==> config.mk <==
export PLATFORM = sky130hd
export DESIGN_NAME = alu_4_bit_bist
export DESIGN_NICKNAME = d
export VERILOG_FILES = /design/src/rtl/alu_4_bit_bist.sv
export SDC_FILE = /design/constraint.sdc
export NUM_CORES = 1
export LEC_CHECK = 0
export CORE_MARGIN = 3
export CORE_UTILIZATION = 52
export CTS_CLUSTER_DIAMETER = 100
export DETAILED_ROUTE_END_ITERATION = 12
export GPL_ROUTABILITY_DRIVEN = 0
export PLACE_DENSITY = 0.8
export SLEW_MARGIN = 20
export SYNTH_ARGS = -nofsm -noshare
export SYNTH_HDL_FRONTEND = slang
export SYNTH_SLANG_ARGS = --single-unit
==> constraint.sdc <==
create_clock -name Clk -period 3.51 [get_ports Clk]
set_input_delay 0.702 -clock Clk [delete_from_list [all_inputs] [get_ports Clk]]
set_output_delay 0.702 -clock Clk [all_outputs]
set_load 0.05 [all_outputs]
==> src/rtl/alu_4_bit_bist.sv <==
// alu_4_bit_bist: on-chip stimulus/response engine for the 4-bit ALU.
// One Start pulse sweeps every A/B pair for ADD, then every pair for SUB.
// Each ALU response is checked against golden values computed here.
// The engine counts mismatching vectors and keeps the first failing vector
// together with the response that was observed for it.
module alu_4_bit_bist #(
    parameter int SETTLE_CYCLES = 2
) (
    input  logic       Clk,
    input  logic       Reset,
    input  logic       Start,
    output logic       Busy,
    output logic       Done,
    output logic       Pass,
    output logic [9:0] Fail_Count,
    output logic       First_Fail_Valid,
    output logic [8:0] First_Fail_Vec,
    output logic [6:0] First_Fail_Obs,
    output logic [3:0] A,
    output logic [3:0] B,
    output logic       AINV,
    output logic       BNEG,
    output logic [1:0] Opr,
    input  logic [3:0] RESULT,
    input  logic       OVERFLOW,
    input  logic       ZERO,
    input  logic       COUT
);

    typedef enum logic [1:0] {
        IDLE   = 2'd0,
        SETTLE = 2'd1,
        CHECK  = 2'd2,
        DONE   = 2'd3
    } state_t;

    // The last settle count before the response is sampled (SETTLE_CYCLES is 1..15).
    localparam logic [3:0] SETTLE_LAST = 4'(SETTLE_CYCLES - 1);
    localparam logic [8:0] LAST_VEC    = 9'h1FF;

    state_t     state_q, state_d;
    logic [8:0] vec_q, vec_d;
    logic [3:0] settle_q, settle_d;
    logic [9:0] failCount_q, failCount_d;
    logic       firstValid_q, firstValid_d;
    logic [8:0] firstVec_q, firstVec_d;
    logic [6:0] firstObs_q, firstObs_d;

    logic       startSweep;
    logic [4:0] sumAdd;
    logic [4:0] sumSub;
    logic [6:0] goldenObs;
    logic [6:0] aluObs;
    logic       mismatch;

    // A Start is honoured only while no sweep is running.
    assign startSweep = Start && ((state_q == IDLE) || (state_q == DONE));

    // The ALU is driven straight from the registered vector counter.
    assign BNEG = vec_q[8];
    assign A    = vec_q[7:4];
    assign B    = vec_q[3:0];
    assign AINV = 1'b0;
    assign Opr  = 2'b10;

    assign Fail_Count       = failCount_q;
    assign First_Fail_Valid = firstValid_q;
    assign First_Fail_Vec   = firstVec_q;
    assign First_Fail_Obs   = firstObs_q;

    // Golden response for the vector being presented, packed as {COUT, OVERFLOW, ZERO, RESULT}.
    always_comb begin
        sumAdd    = {1'b0, vec_q[7:4]} + {1'b0, vec_q[3:0]};
        sumSub    = {1'b0, vec_q[7:4]} + {1'b0, ~vec_q[3:0]} + 5'd1;
        goldenObs = 7'd0;
        if (!vec_q[8]) begin
            goldenObs[6]   = sumAdd[4];
            goldenObs[5]   = (vec_q[7] == vec_q[3]) && (sumAdd[3] != vec_q[7]);
            goldenObs[4]   = (sumAdd[3:0] == 4'd0);
            goldenObs[3:0] = sumAdd[3:0];
        end else begin
            goldenObs[6]   = sumSub[4];
            goldenObs[5]   = (vec_q[7] != vec_q[3]) && (sumSub[3] != vec_q[7]);
            goldenObs[4]   = (sumSub[3:0] == 4'd0);
            goldenObs[3:0] = sumSub[3:0];
        end
    end

    // Any differing response bit makes the whole vector a single failure.
    assign aluObs   = {COUT, OVERFLOW, ZERO, RESULT};
    assign mismatch = (aluObs != goldenObs);

    // State register.
    always_ff @(posedge Clk) begin
        if (Reset) begin
            state_q <= IDLE;
        end else begin
            state_q <= state_d;
        end
    end

    // Next-state logic: settle, check, then either the next vector or the end of the sweep.
    always_comb begin
        state_d = state_q;
        case (state_q)
            IDLE, DONE: begin
                if (Start) begin
                    state_d = SETTLE;
                end
            end
            SETTLE: begin
                if (settle_q == SETTLE_LAST) begin
                    state_d = CHECK;
                end
            end
            CHECK: begin
                if (vec_q == LAST_VEC) begin
                    state_d = DONE;
                end else begin
                    state_d = SETTLE;
                end
            end
            default: state_d = IDLE;
        endcase
    end

    // Status outputs decoded from the current state; Pass only means something once done.
    always_comb begin
        Busy = 1'b0;
        Done = 1'b0;
        Pass = 1'b0;
        case (state_q)
            SETTLE, CHECK: Busy = 1'b1;
            DONE: begin
                Done = 1'b1;
                Pass = (failCount_q == 10'd0);
            end
            default: begin
                Busy = 1'b0;
            end
        endcase
    end

    // Datapath next values: vector/settle stepping and first-failure capture.
    always_comb begin
        vec_d        = vec_q;
        settle_d     = settle_q;
        failCount_d  = failCount_q;
        firstValid_d = firstValid_q;
        firstVec_d   = firstVec_q;
        firstObs_d   = firstObs_q;
        if (startSweep) begin
            vec_d        = 9'd0;
            settle_d     = 4'd0;
            failCount_d  = 10'd0;
            firstValid_d = 1'b0;
            firstVec_d   = 9'd0;
            firstObs_d   = 7'd0;
        end else if (state_q == SETTLE) begin
            settle_d = settle_q + 4'd1;
        end else if (state_q == CHECK) begin
            if (mismatch) begin
                failCount_d = failCount_q + 10'd1;
                if (!firstValid_q) begin
                    firstValid_d = 1'b1;
                    firstVec_d   = vec_q;
                    firstObs_d   = aluObs;
                end
            end
            if (vec_q != LAST_VEC) begin
                vec_d    = vec_q + 9'd1;
                settle_d = 4'd0;
            end
        end
    end

    // Datapath registers; results stay frozen in DONE because nothing steps them there.
    always_ff @(posedge Clk) begin
        if (Reset) begin
            vec_q        <= 9'd0;
            settle_q     <= 4'd0;
            failCount_q  <= 10'd0;
            firstValid_q <= 1'b0;
            firstVec_q   <= 9'd0;
            firstObs_q   <= 7'd0;
        end else begin
            vec_q        <= vec_d;
            settle_q     <= settle_d;
            failCount_q  <= failCount_d;
            firstValid_q <= firstValid_d;
            firstVec_q   <= firstVec_d;
            firstObs_q   <= firstObs_d;
        end
    end

endmodule

Word level (Yosys, flattened, before mapping). Index checks and enable logic that the tools add are counted.

Flip-flop bits (word level): 42. Output and inout port bits: 42. Word-level logic and storage cells: 58.

$add $sub $neg: 6. Equality and inequality tests: 13. Muxes and demuxes: 11. Bitwise logic cells: 3. Reductions and logical operators: 18.

Operator list (number): 4-bit 2-to-1 mux (3); 10-bit by 1-bit adder with 10-bit output (second input constant) (1); 4-bit by 4-bit adder with 5-bit output (2); 10-bit logical NOT (1); 9-bit by 1-bit adder with 9-bit output (second input constant) (1); 9-bit == test (second input constant) (1); 9-bit inequality test (second input constant) (1); 4-bit logical NOT (2); 7-bit 2-to-1 mux (1); 7-bit inequality test (1); 2-bit 2-to-1 mux (3); 2-bit case mux with 3 select lines (1); 3-bit AND reduction (2); 2-bit OR reduction (3); 5-bit by 1-bit adder with 5-bit output (second input constant) (1); 4-bit by 1-bit adder with 4-bit output (second input constant) (1); 2-bit == test (second input constant) (2); 4-bit by 1-bit == test with 1-bit output (second input constant) (1); 2-bit inequality test (second input constant) (2); 4-bit inverter (1); 2-bit AND reduction (2); 4-bit AND reduction (1); 2-bit nonzero test (2); 1-bit logical AND (3); 7 further kinds (12).

Longest topological paths before layout. Gate-level depths: netlist of run 1.

Depth after elaboration: 8. Depth in mapped cells: 13.

Worst setup path before layout of run 1. Ideal clock, no wire load.

Path type: register to register. Start: reg vec_q[0]. End: reg failCount_q[1], in the netlist Fail_Count[1]. Arrival time: 3.248 ns. Slack: 0.139 ns. Cell stages (with the launch flop): 13. Path buffers: 2. Cells stage by stage: dfxtp_1 -> ha_1 -> inv_1 -> fa_1 -> xor2_1 -> or3_1 -> o221ai_1 -> nand4_1 -> a2111oi_4 -> buf_6 -> buf_12 -> nand4b_1 -> o31ai_2.

Cells in the longest elaborated chain, start to end: 8.

Ends and longest elaborated chain: start, declared (line 42) `logic [8:0] vec_q, vec_d;`; start signal, assigned (line 187) `vec_q <= vec_d;`; 4-bit inverter (line 74) `sumSub = {1'b0, vec_q[7:4]} + {1'b0, ~vec_q[3:0]} + 5'd1;`; 4-bit by 4-bit adder with 5-bit output (line 74); 5-bit by 1-bit adder with 5-bit output (line 74); 1-bit inequality test (line 83) `goldenObs[5] = (vec_q[7] != vec_q[3]) && (sumSub[3] != vec_q[7]);`; 1-bit logical AND (line 83); 7-bit 2-to-1 mux * (line 76) `if (!vec_q[8]) begin`; 7-bit inequality test * (line 91) `assign mismatch = (aluObs != goldenObs);`; 3-bit AND reduction (no line) *; end signal, assigned (line 189) `failCount_q <= failCount_d;`; end, declared (line 44) `logic [9:0] failCount_q, failCount_d;`.

Every way passes the cells marked *; elsewhere a longest branch is shown, timed or not. A chain may end at the register's enable or synchronous reset.

Worst setup path after layout of run 1.
Start: reg vec_q[0]. End: reg firstValid_q, in the netlist First_Fail_Valid.

Cells in the longest elaborated chain, start to end: 8.

Ends and longest elaborated chain: 4-bit inverter (line 74); 4-bit by 4-bit adder with 5-bit output (line 74); 5-bit by 1-bit adder with 5-bit output (line 74); 1-bit inequality test (line 83); 1-bit logical AND (line 83); 7-bit 2-to-1 mux * (line 76); 7-bit inequality test * (line 91); 3-bit AND reduction (no line) *; end signal, assigned (line 190) `firstValid_q <= firstValid_d;`; end, declared (line 45) `logic firstValid_q, firstValid_d;`.

Marks and branches as above.

==> impl_metrics.py, run 1 <==
metrics = {
    "timing": {
        "min_period_over_period": 0.940,
        "finalClockSkew_ns": 0.00594,
        "fin_crit_ns": 3.30,
        "drv_slew": 0,
        "fin_hold_ws_ns": 0.481,
        "slew-limit-headroom": 0.470,
        "tightestPinTransition_ns": 0.795,
        "finalHoldViolations": 0,
        "fmax_mhz": 303,
        "setup_violations": 0,
        "fin_setup_tns_ns": 0,
        "grt_setup_unrepaired": "false",
    },
    "routing": {
        "drtIter0Drc": 240,
        "wire_per_inst_microns": 15.4,
        "first_pass_iters": 5,
        "num_vias": 2442,
        "drc": 0,
        "vias_per_cell": 5.84,
        "routed_wl_microns": 6430,
        "postRouteAntennaNets": 0,
    },
    "floorplan": {
        "die_height_microns": 77.6,
        "design.core.area_sq_um": 4850,
        "io_pins": 52,
        "num_rows": 25,
        "start_util": 0.550,
        "die_x_microns": 77.6,
        "dieArea_sq_um": 6030,
    },
    "worst_setup_path": {
        "crit_path_end": "First_Fail_Valid",
        "crit_path_start": "vec_q[0]",
        "rr_worst_depth": 11,
        "cp_max_fo": 26,
        "worstPathArrival_ns": 3.49,
        "path_depth": 11,
        "end_kind": "flip-flop",
        "cp_top_family": "compound AO/OA/AOI/OAI gates",
        "critPathKind": "flip-flop to flip-flop",
        "cp-start-kind": "flip-flop",
        "crit_chain": "ha_1 -> inv_1 -> fa_1 -> xor2_1 -> or3_1 -> o221ai_1 -> nand4_1 -> a2111oi_4 -> clkbuf_16 -> nor2_1 -> o21a_1",
        "r2r-start": "vec_q[0]",
        "cp_num_buf_inv": 2,
        "ff2ff_setup_slack_ns": 0.21,
        "cp_slowest_cell": "dfxtp_1",
        "max_stage_delay_ns": 0.52,
        "rr_endpoint": "First_Fail_Valid",
        "crit_required_ns": 3.70,
    },
    "power": {
        "clkPwrFrac": 0.315,
        "switchingPower_mw": 0.322,
        "p_int_mw": 0.709,
        "switching_share": 0.312,
        "ir_worst_vdd_uv": 264,
        "power_frac_seq": 0.481,
        "power_frac_comb": 0.204,
        "leakage_nw": 1.24,
        "p_per_area_nw_per_um2": 318,
    },
    "synthesis": {
        "synth-adder-area-share": 0.104,
        "synthArstFlopShare": 0,
        "synth_area_sq_um": 2670,
        "syn_inst": 308,
        "synthMuxAreaShare": 0.00797,
        "yosysMostFrequentCell": "dfxtp_1",
        "synth.area.top_cells": "dfxtp_1, ha_1, o211ai_1",
        "yosysWarningCount": 0,
        "ys_top_cells_by_count": "dfxtp_1, nand2_1, nor2_1, ha_1",
        "synth-edff-count": 0,
        "ys.flop_type": "dfxtp_1",
        "yosysTopAreaCellShare": 0.315,
        "synth-xor-area-share": 0.0459,
        "synth_top_cell_by_area": "dfxtp_1",
        "seq_area_frac_synth": 0.315,
        "synth_top_family_by_area": "simple AND/OR/NAND/NOR gates",
        "yosysUniqueCellTypes": 52,
        "synth_compound_area_frac": 0.189,
        "postSynthAreaPerCell_sq_um": 8.66,
        "synth-simple-area-share": 0.254,
        "synth-seq-cells": 42,
    },
    "global_routing": {
        "grtUsageTotal": 0.217,
        "grt_pass1_vias": 2311,
        "antenna_found_initial": 0,
        "grt_max_degree": 53,
        "overflow": 0,
        "grt_pass1_wl_microns": 10700,
    },
    "layout": {
        "drive_above_1_share": 0.0855,
        "fill_cells": 416,
        "antenna_cells": 0,
        "area_growth_pct": 21.5,
        "nNetsFinal": 381,
    },
    "clocking": {
        "clk_latency_ns": 0.29,
        "cts_tree": "yes",
        "htree_levels": 2,
        "clockRootBuffer": "clkbuf_8",
        "clock_sinks": 42,
        "cts_hold_buf": 0,
        "cts.path.max_buffers": 2,
        "cts_made_buffers": 5,
        "path_clk_slew_ns": 0.08,
    },
    "status": {
        "outcome": "finished, final reports clean",
    },
    "flow_run": {
        "cap_violations": 0,
    },
    "placed_design": {
        "io_buffers": 48,
        "dp_hpwl_microns": 4480,
    },
    "hold_path": {
        "hold_path.class": "flip-flop to flip-flop",
    },
}
-- worst min path at each step --
stage / start / endpoint / slack (ns) / cells past startpoint
finish: First_Fail_Vec[5] / First_Fail_Vec[5] / 0.48 / 2
global route: First_Fail_Obs[1] / First_Fail_Obs[1] / 0.52 / 2
CTS: First_Fail_Obs[1] / First_Fail_Obs[1] / 0.48 / 2
detailed placement: First_Fail_Obs[1] / First_Fail_Obs[1] / 0.47 / 2
global placement: First_Fail_Vec[5] / First_Fail_Vec[5] / 0.47 / 2
floorplan: state_q[0] / state_q[0] / 0.48 / 2
-- final cells by class --
type | count | area, sq um | share of cell area
clock buffer | 7 | 86.3 | 0.0266
clock inverter | 1 | 5.00 | 0.00154
inverter | 17 | 63.8 | 0.0197
multi-input combinational | 230 | 1620 | 0.498
sequential | 42 | 841 | 0.259
tap | 67 | 83.8 | 0.0258
timing repair buffer | 54 | 547 | 0.169
-- cell families after synthesis --
logic type                 Yosys count
muxes                                2
other                                2
DFF                                 42
buffers and inverters               37
adders and majority gates           21
AOI/OAI and AO/OA                   68
and+or+nand+nor                    122
xor gates and xnor gates            14
-- cells in the final DEF, fill, tap and decap left out, types with 3 or more instances in the layout --
cell and instances:
xnor2_1 11, o21ai_2 4, nor4_1 3, nand4_1 6, o211ai_1 16, nor2_1 22, conb_1 3, o31ai_1 5
a22oi_1 3, nor3_1 6, nand3_1 9, buf_4 4, a21oi_2 5, nand4b_1 11, or4_1 12, clkdlybuf4s50_1 48
ha_1 19, a21oi_1 16, or3_1 7, nor2b_1 3, xor2_1 3, a21o_1 3, dfxtp_1 42, nand2_1 30
inv_1 15, o21ai_0 4, clkbuf_8 6
-- power by group through the flow --
stage	combinational [mW]	clock, mW	sequential, mW
finish	0.211	0.325	0.496
CTS	0.210	0.332	0.496
global route	0.228	0.351	0.498
detailed placement	0.208	0	0.507
floorplan	0.143	0	0.515
global placement	0.205	0	0.507
-- registers in the layout (all words and copies together), names as in the netlist --
| name | flops |
|---|---|
| Fail_Count | 10 |
| First_Fail_Obs | 7 |
| First_Fail_Vec | 9 |
| settle_q | 4 |
| state_q | 2 |
| First_Fail_Valid | 1 |
| vec_q | 9 |
-- worst reg2reg max path, delay by kind of cell (launching register included) --
kind,cells,cell delay (ns)
xor gates and xnor gates,1,0.18
buffers and inverters,2,0.33
and+or+nand+nor,3,0.61
adders and majority gates,2,0.67
DFF,1,0.52
AOI/OAI and AO/OA,3,0.88
-- repair_timing --
action | CTS | global route
buffers inserted | 0 | 0
resized for setup | 0 | 2
setup endpoints to repair | 0 | 2
-- per-layer routing --
layer | wire length, microns | up-vias | part of all wire | GRT usage
li1 | - | 1198 | - | -
met1 | 2930 | 1159 | 0.46 | 0.291
met2 | 3050 | 79 | 0.47 | 0.355
met5 | 0 | - | 0 | 0
met4 | 48 | 0 | 0.0075 | 0.0552
met3 | 407 | 6 | 0.063 | 0.0452
-- metrics by stage --
stage,total power [mW],std cells,setup WS [ns],util,instance area (sq um)
after detailed placement,0.715,409,0.278,0.647,3140
after global routing,1.08,418,0.0154,0.669,3240
after floorplan,0.658,309,0.139,-,2670
final,1.03,418,0.211,0.669,3240
after global placement,0.711,409,0.318,0.647,3140
after CTS,1.04,417,0.236,0.666,3230
No activity file was read; power rests on OpenSTA's default activity.
==> run 2: changes to the inputs <==
Settings changed: ABC_CLOCK_PERIOD_IN_PS set to 3510, CORE_UTILIZATION 52 to 60, DONT_BUFFER_PORTS set to 1, PLACE_DENSITY 0.8 to 0.76.
==> run 2 against run 1 <==
Against the previous run: combinational power down 19%; final area is 14% lower; critical path depth is 1 higher; register-to-register slack gained 0.19 ns; clock-buffer cell count fell by 1; clock power rose by 20%; hold slack got worse by 0.013 ns; worst setup slack gained 0.19 ns; power increased by 3.2%; critical path type unchanged; largest power group unchanged.
==> impl_metrics.py, run 2 (synthesis gave the netlist of run 1 again) <==
metrics = {
    "timing": {
        "fmax_mhz": 322,
        "tightestPinTransition_ns": 1.03,
        "setup_violations": 0,
        "fin_setup_tns_ns": 0,
        "slew-limit-headroom": 0.315,
        "min_period_over_period": 0.886,
        "grt_setup_unrepaired": "false",
        "fin_crit_ns": 3.11,
        "fin_ws_ns": 0.401,
        "drv_slew": 0,
        "finalHoldViolations": 0,
        "finalClockSkew_ns": 0.00476,
    },
    "floorplan": {
        "num_rows": 23,
        "dieArea_sq_um": 5280,
        "start_util": 0.644,
        "die_height_microns": 72.7,
        "die_x_microns": 72.7,
        "io_pins": 52,
        "design.core.area_sq_um": 4140,
    },
    "power": {
        "p_per_area_nw_per_um2": 380,
        "leakage_nw": 1.11,
        "ir_worst_vdd_uv": 282,
    },
    "routing": {
        "postRouteAntennaNets": 0,
        "num_vias": 2250,
        "routed_wl_microns": 5650,
        "drtIter0Drc": 153,
        "drc": 0,
        "vias_per_cell": 6.28,
        "wire_per_inst_microns": 15.8,
        "first_pass_iters": 4,
    },
    "flow_run": {
        "cap_violations": 0,
    },
    "worst_setup_path": {
        "max_stage_delay_ns": 0.43,
        "cp_top_family": "compound AO/OA/AOI/OAI gates",
        "cp_num_buf_inv": 3,
        "worstPathArrival_ns": 3.25,
        "cp_max_fo": 52,
        "cp_common_cell": "inv_1",
        "cp-start-kind": "flip-flop",
        "crit_required_ns": 3.65,
        "crit_chain": "inv_1 -> ha_1 -> inv_1 -> fa_1 -> xor2_1 -> or3_1 -> o221ai_1 -> nand4_1 -> a2111oi_4 -> buf_12 -> or4_1 -> a21oi_1",
        "cp_slowest_cell": "a2111oi_4",
        "critPathKind": "flip-flop to flip-flop",
        "crit_path_start": "vec_q[4]",
        "r2r-start": "vec_q[4]",
        "end_kind": "flip-flop",
    },
    "global_routing": {
        "grt_max_degree": 53,
        "antenna_found_initial": 0,
        "overflow": 0,
        "grt_pass1_vias": 2052,
        "grtUsageTotal": 0.227,
        "grt_pass1_wl_microns": 9690,
    },
    "hold_path": {
        "hold_path.class": "input pin to flip-flop",
        "hold_start": "Reset",
    },
    "layout": {
        "final_design_area_no_fill_sq_um": 2800,
        "seq_area_sq_um": 841,
        "multi_input_area_sq_um": 1620,
        "final_cell_mix": "dfxtp_1, nand2_1, nor2_1",
        "drive_above_1_share": 0.114,
        "largest_reg_flops": 10,
        "antenna_cells": 0,
        "layout_commonest_cell": "dfxtp_1",
        "fill_cells": 345,
        "nNetsFinal": 339,
        "area_growth_pct": 4.88,
    },
    "placed_design": {
        "io_buffers": 0,
        "pre_cts_slack_ns": 0.424,
        "dp_hpwl_microns": 4150,
        "place_area_sq_um": 2690,
    },
    "clocking": {
        "clock_sinks": 42,
        "clockRootBuffer": "clkbuf_8",
        "post_cts_buffers": 0,
        "cts_tree": "yes",
        "cts_hold_buf": 0,
        "cts.path.max_buffers": 2,
        "clk_latency_ns": 0.29,
        "ctsResizeCount": 0,
        "path_clk_slew_ns": 0.08,
        "htree_levels": 2,
        "cts_made_buffers": 5,
    },
    "status": {
        "outcome": "finished, final reports clean",
    },
}
-- run 2: changes by cell type in the layout (fill, tap and decap cells not counted), sizes merged --
cell	previous run	this run
clkbuf	8	6
bufinv	0	1
clkdlybuf4s50	48	0
clkinv	1	0
buf	5	12
-- run 2: metrics by stage --
step / std cells / utilization / total power [mW] / hold slack (ns)
2_1_floorplan: 309 / - / 0.658 / 0.480
4_1_cts: 358 / 0.675 / 1.07 / 0.461
3_5_place_dp: 351 / 0.648 / 0.685 / 0.520
5_1_grt: 358 / 0.675 / 1.11 / 0.454
3_3_place_gp: 351 / 0.648 / 0.683 / 0.500
6_report: 358 / 0.675 / 1.06 / 0.469
-- run 2: worst register-to-register path, cell delays in order, from the launching register on --
cell	delay (ns)
dfxtp_1	0.32
inv_1	0.14
ha_1	0.19
inv_1	0.05
fa_1	0.42
xor2_1	0.17
or3_1	0.34
o221ai_1	0.22
nand4_1	0.18
a2111oi_4	0.43
buf_12	0.26
or4_1	0.17
a21oi_1	0.07
-- run 2: final timing paths --
kind	to	slack, ns	depth (start not counted)
max	Fail_Count[9]	0.40	12
min	state_q[0]	0.47	1
max reg2reg	Fail_Count[9]	0.40	12
min reg2reg	state_q[0]	0.53	2
-- run 2: routing by layer --
layer	track usage	share of wire	up-vias
li1	-	-	1114
met1	0.315	0.47	1056
met2	0.337	0.43	71
met3	0.0716	0.088	9
met4	0.0697	0.015	0
met5	0	0	-
-- run 2: report_power, final --
| group | leakage (nW) | internal (mW) | switching, mW |
|---|---|---|---|
| Clock | 0.0573 | 0.228 | 0.163 |
| Sequential | 0.338 | 0.485 | 0.0191 |
| Combinational | 0.713 | 0.0431 | 0.126 |
| Total | 1.11 | 0.756 | 0.309 |
-- run 2: area by class of cell --
| cell class | instances | share of cell area |
|---|---|---|
| Inverter | 17 | 0.0228 |
| Tap cell | 50 | 0.0224 |
| Timing Repair Buffer | 12 | 0.0367 |
| Sequential cell | 42 | 0.300 |
| Multi-Input combinational cell | 230 | 0.578 |
| Clock buffer | 6 | 0.0295 |
| Clock inverter | 1 | 0.0107 |
==> RTL change 1: new RTL, flow settings as in run 2 <==
Add an input register stage for `Start`, `RESULT`, `OVERFLOW`, `ZERO` and `COUT`; this delays them by one clock.
--- a/src/rtl/alu_4_bit_bist.sv
+++ b/src/rtl/alu_4_bit_bist.sv
@@ -38,6 +38,20 @@
     localparam logic [3:0] SETTLE_LAST = 4'(SETTLE_CYCLES - 1);
     localparam logic [8:0] LAST_VEC    = 9'h1FF;
 
+    logic Start_q;
+    logic [3:0] RESULT_q;
+    logic OVERFLOW_q;
+    logic ZERO_q;
+    logic COUT_q;
+
+    always_ff @(posedge Clk) begin
+        Start_q    <= Start;
+        RESULT_q   <= RESULT;
+        OVERFLOW_q <= OVERFLOW;
+        ZERO_q     <= ZERO;
+        COUT_q     <= COUT;
+    end
+
     state_t     state_q, state_d;
     logic [8:0] vec_q, vec_d;
     logic [3:0] settle_q, settle_d;
@@ -54,7 +68,7 @@
     logic       mismatch;
 
     // A Start is honoured only while no sweep is running.
-    assign startSweep = Start && ((state_q == IDLE) || (state_q == DONE));
+    assign startSweep = Start_q && ((state_q == IDLE) || (state_q == DONE));
 
     // The ALU is driven straight from the registered vector counter.
     assign BNEG = vec_q[8];
@@ -87,7 +101,7 @@
     end
 
     // Any differing response bit makes the whole vector a single failure.
-    assign aluObs   = {COUT, OVERFLOW, ZERO, RESULT};
+    assign aluObs   = {COUT_q, OVERFLOW_q, ZERO_q, RESULT_q};
     assign mismatch = (aluObs != goldenObs);
 
     // State register.
@@ -104,7 +118,7 @@
         state_d = state_q;
         case (state_q)
             IDLE, DONE: begin
-                if (Start) begin
+                if (Start_q) begin
                     state_d = SETTLE;
                 end
             end
Behaviour: not the same (a bounded check fails within 4 cycles, from zero or initial values and one cycle with Reset high).
==> RTL change 1 against run 2 <==
- worst setup slack worse by 0.072 ns
- routed wire length grew 5.0%
- clock skew grew 0.0011 ns
- clock power shrank 9.0%
- synthesized cell count rose by 3.9%
- area after synthesis up 4.8%
- highest routed layer unchanged
- design area rose by 4.4%
- power grew 6.8%
- sequential cell count rose by 8
==> RTL change 1: results (changes against run 2) <==
Outcome: complete, no violations
Avg WL per Cell: 16.05 um (+1.6%)
CP arrival: 3.43 ns (+0.18 ns)
Length of routed met3 wiring: 295 um (-41%)
CP Max Fanout: 50 (-3.8%)
Met2 usage: 0.3652 (+0.02848)
Top cells by area, synth: dfxtp_1, ha_1, o211ai_1
Max_slew headroom: 0.3816 (+0.06703)
Buffers, non-clock: 11 (-1)
DP Area: 2826 um2 (+5.2%)
Fraction of layout cells with a size suffix above 1: 0.08491 (-0.02873)
Worst hold start: COUT
Clk_skew: 0.005834 ns (+0.001072 ns)
Tot GR Track Use: 0.2301 (+0.002838)
Multi-input gates: 232 (+0.87%)
Crit-path max cell delay: 0.45 ns (+0.02 ns)
Fraction of area in clock buffers and inverters: 0.03255 (-0.007684)
Seq area share: 0.3426 (+0.04221)
Routed wl met2: 2715 um (+12%)
Pint: 0.7829 mW (+3.6%)
Post-synth cell types: 50 (-3.8%)
Multi-input logic area: 1602 um2 (-0.93%)
Fillcell total: 376 (+9.0%)
NonClk Buf Share: 0.03255 (-0.004108)
Flip-flop and latch count: 50 (+19%)
WL met1: 2846 um (+7.8%)
Global-route track usage on met1: 0.3084 (-0.006278)
[RTL change 1: cell count changes in the layout (fill, tap and decap cells not counted), sizes merged, moves of 2 or more]
cell    change
o31ai       -4
mux2i       +2
dfxtp       +8
nand4       +2
a21oi       -6
nand2       +3
o211ai      +3
and3        +2
[RTL change 1: kinds of logic after synthesis]
logic type,Yosys count,synth area share
adders and majority gates,21,0.09929
and+or+nand+nor,129,0.2545
DFF,50,0.3578
AOI/OAI and AO/OA,61,0.1547
other,2,0.002684
muxes,4,0.01476
buffers and inverters,39,0.07245
xor gates and xnor gates,14,0.04383
[RTL change 1: per-stage QoR]
stage | setup WS (ns) | cells | utilization | hold slack [ns]
finish | 0.3287 | 370 | 0.6618 | 0.4111
global route | 0.1085 | 370 | 0.6618 | 0.3909
CTS | 0.3528 | 370 | 0.6618 | 0.4077
detailed placement | 0.3698 | 362 | 0.6403 | 0.5041
global placement | 0.5107 | 362 | 0.6403 | 0.4993
floorplan | 0.2047 | 321 | - | 0.4721
==> RTL change 2: new RTL, flow settings as in run 2 <==
Made on the original files. Register the outputs `A`, `B` and `BNEG`, without a reset; this adds one clock of latency there. The other outputs are not delayed to match.
--- a/src/rtl/alu_4_bit_bist.sv
+++ b/src/rtl/alu_4_bit_bist.sv
@@ -57,9 +57,11 @@
     assign startSweep = Start && ((state_q == IDLE) || (state_q == DONE));
 
     // The ALU is driven straight from the registered vector counter.
-    assign BNEG = vec_q[8];
-    assign A    = vec_q[7:4];
-    assign B    = vec_q[3:0];
+    always_ff @(posedge Clk) begin
+        A    <= vec_q[7:4];
+        B    <= vec_q[3:0];
+        BNEG <= vec_q[8];
+    end
     assign AINV = 1'b0;
     assign Opr  = 2'b10;
 
Behaviour: not the same (Yosys sat finds a counterexample within 10 cycles, from zero or initial values and one cycle with Reset high).
==> RTL change 2 against run 2 <==
- area after synthesis down 0.19%
- sequential share of layout area up 6.4 points
- die area down 0.18%
- sequential cell count up 9
- synthesized cell count up 0.32%
- design area up 0.22%
- power up 5.8%
- sequential power up 21%
- routed wire length down 0.14%
- count of clock-buffer cells in the layout unchanged
- via count down 3.6%
- worst setup slack better by 0.0051 ns
- largest cell class unchanged
==> RTL change 2: results (changes against run 2) <==
Length of routed met3 wiring: 427 um (-14%)
Detail Placement HPWL: 4148 um (about the same)
Met2 usage: 0.3637 (+0.02705)
Pre-CTS WS: 0.2568 ns (-0.1671 ns)
DRT Wirelength: 5645 um (-0.14%)
Tot GR Track Use: 0.2249 (-0.002314)
FF-to-FF End: First_Fail_Vec[1]
Initial DRC Count: 134 (-12%)
Worst hold start: vec_q[4]
TritonCTS Buffers: 5 (unchanged)
First-pass DRT Iterations: 5 (+1)
Fraction of layout cells with a size suffix above 1: 0.08414 (-0.02949)
Global-route track usage on met1: 0.2942 (-0.02051)
M3 GR Usage: 0.05785 (-0.01377)
Hold path endpoint: A[0]
CP max stage cell: a2111oi_0
Net Sw Frac: 0.2973 (+0.007118)
Clock group power: 0.355 mW (-9.2%)
Hold slack final: 0.4377 ns (-0.03117 ns)
Number of global-route vias before repair: 2060 (+0.39%)
WL met1: 2551 um (-3.3%)
Routed wl met2: 2651 um (+9.0%)
CP Max Fanout: 17 (-67%)
Routed vias: 2169 (-3.6%)
Synth top area share: 0.3833 (+0.06823)
Clk_skew: 0.008130 ns (+0.003368 ns)
Top cells by area, synth: dfxtp_1, ha_1, a21oi_1
H-tree Lvls: 2 (unchanged)
Hold Crit Class: flip-flop to flip-flop
First-pass GRT wire length: 9453 um (-2.4%)
Post-synth cell types: 48 (-7.7%)
Outcome: complete, no violations
Hold Path Stages: 0 (-1)
CP arrival: 3.34 ns (+0.09 ns)
Crit-path max cell delay: 0.60 ns (+0.17 ns)
Lkg Pwr: 1.025 nW (-7.6%)
Maximum vdd drop: 0.2531 mV (-10%)
Sequential element share of the synthesized area: 0.3833 (+0.06823)
Pin count of the biggest net entering global routing: 22 (-58%)
## RTL change 2: cell count changes after synthesis, sizes merged, moves of 2 or more
cell / run 2 / this run
dfxtp: 42 / 51
nand4b: 11 / 0
nand3: 9 / 23
or4: 12 / 6
a31oi: 1 / 3
o21ai: 8 / 21
or3: 7 / 2
a21oi: 21 / 34
buf: 13 / 9
nand2: 30 / 12
a2111oi: 3 / 1
o211ai: 16 / 0
clkbuf: 7 / 10
## RTL change 2: metrics by stage
stage,std cells,cell area [um2]
floorplan,310,2668
global placement,351,2705
detailed placement,351,2705
CTS,359,2804
global route,359,2805
finish,359,2805
## RTL change 2: final cells by class
type | instances | area [um2]
clock buffers | 6 | 82.58
clock inverters | 2 | 16.27
fillers | 353 | 1339
inverters | 16 | 60.06
multi-input cells | 224 | 1488
flip-flops and latches | 51 | 1021
well taps | 50 | 62.56
repair buffers | 10 | 75.07
## RTL change 2: worst max path at each step
stage	slack (ns)	depth (start not counted)	endpoint	start
after floorplan	0.70	12	Fail_Count[9]	vec_q[4]
after global placement	0.36	11	First_Fail_Vec[8]	vec_q[0]
after detailed placement	0.26	9	First_Fail_Vec[4]	vec_q[7]
after CTS	0.22	11	First_Fail_Obs[4]	vec_q[0]
after global routing	0.009	11	First_Fail_Obs[1]	vec_q[0]
final	0.41	9	First_Fail_Vec[1]	vec_q[7]
## RTL change 2: kinds of logic after synthesis
logic type	share of synthesized area
AOI/OAI and AO/OA	0.1851
xor gates and xnor gates	0.04932
adders and majority gates	0.1043
buffers and inverters	0.06012
DFF	0.3833
muxes	0.02020
other	0.002819
and+or+nand+nor	0.1949
## RTL change 2: timing repair
item,4_1_cts,5_1_grt
endpoints found under the setup margin,0,19
gates resized for setup,0,1
hold buffers,0,0
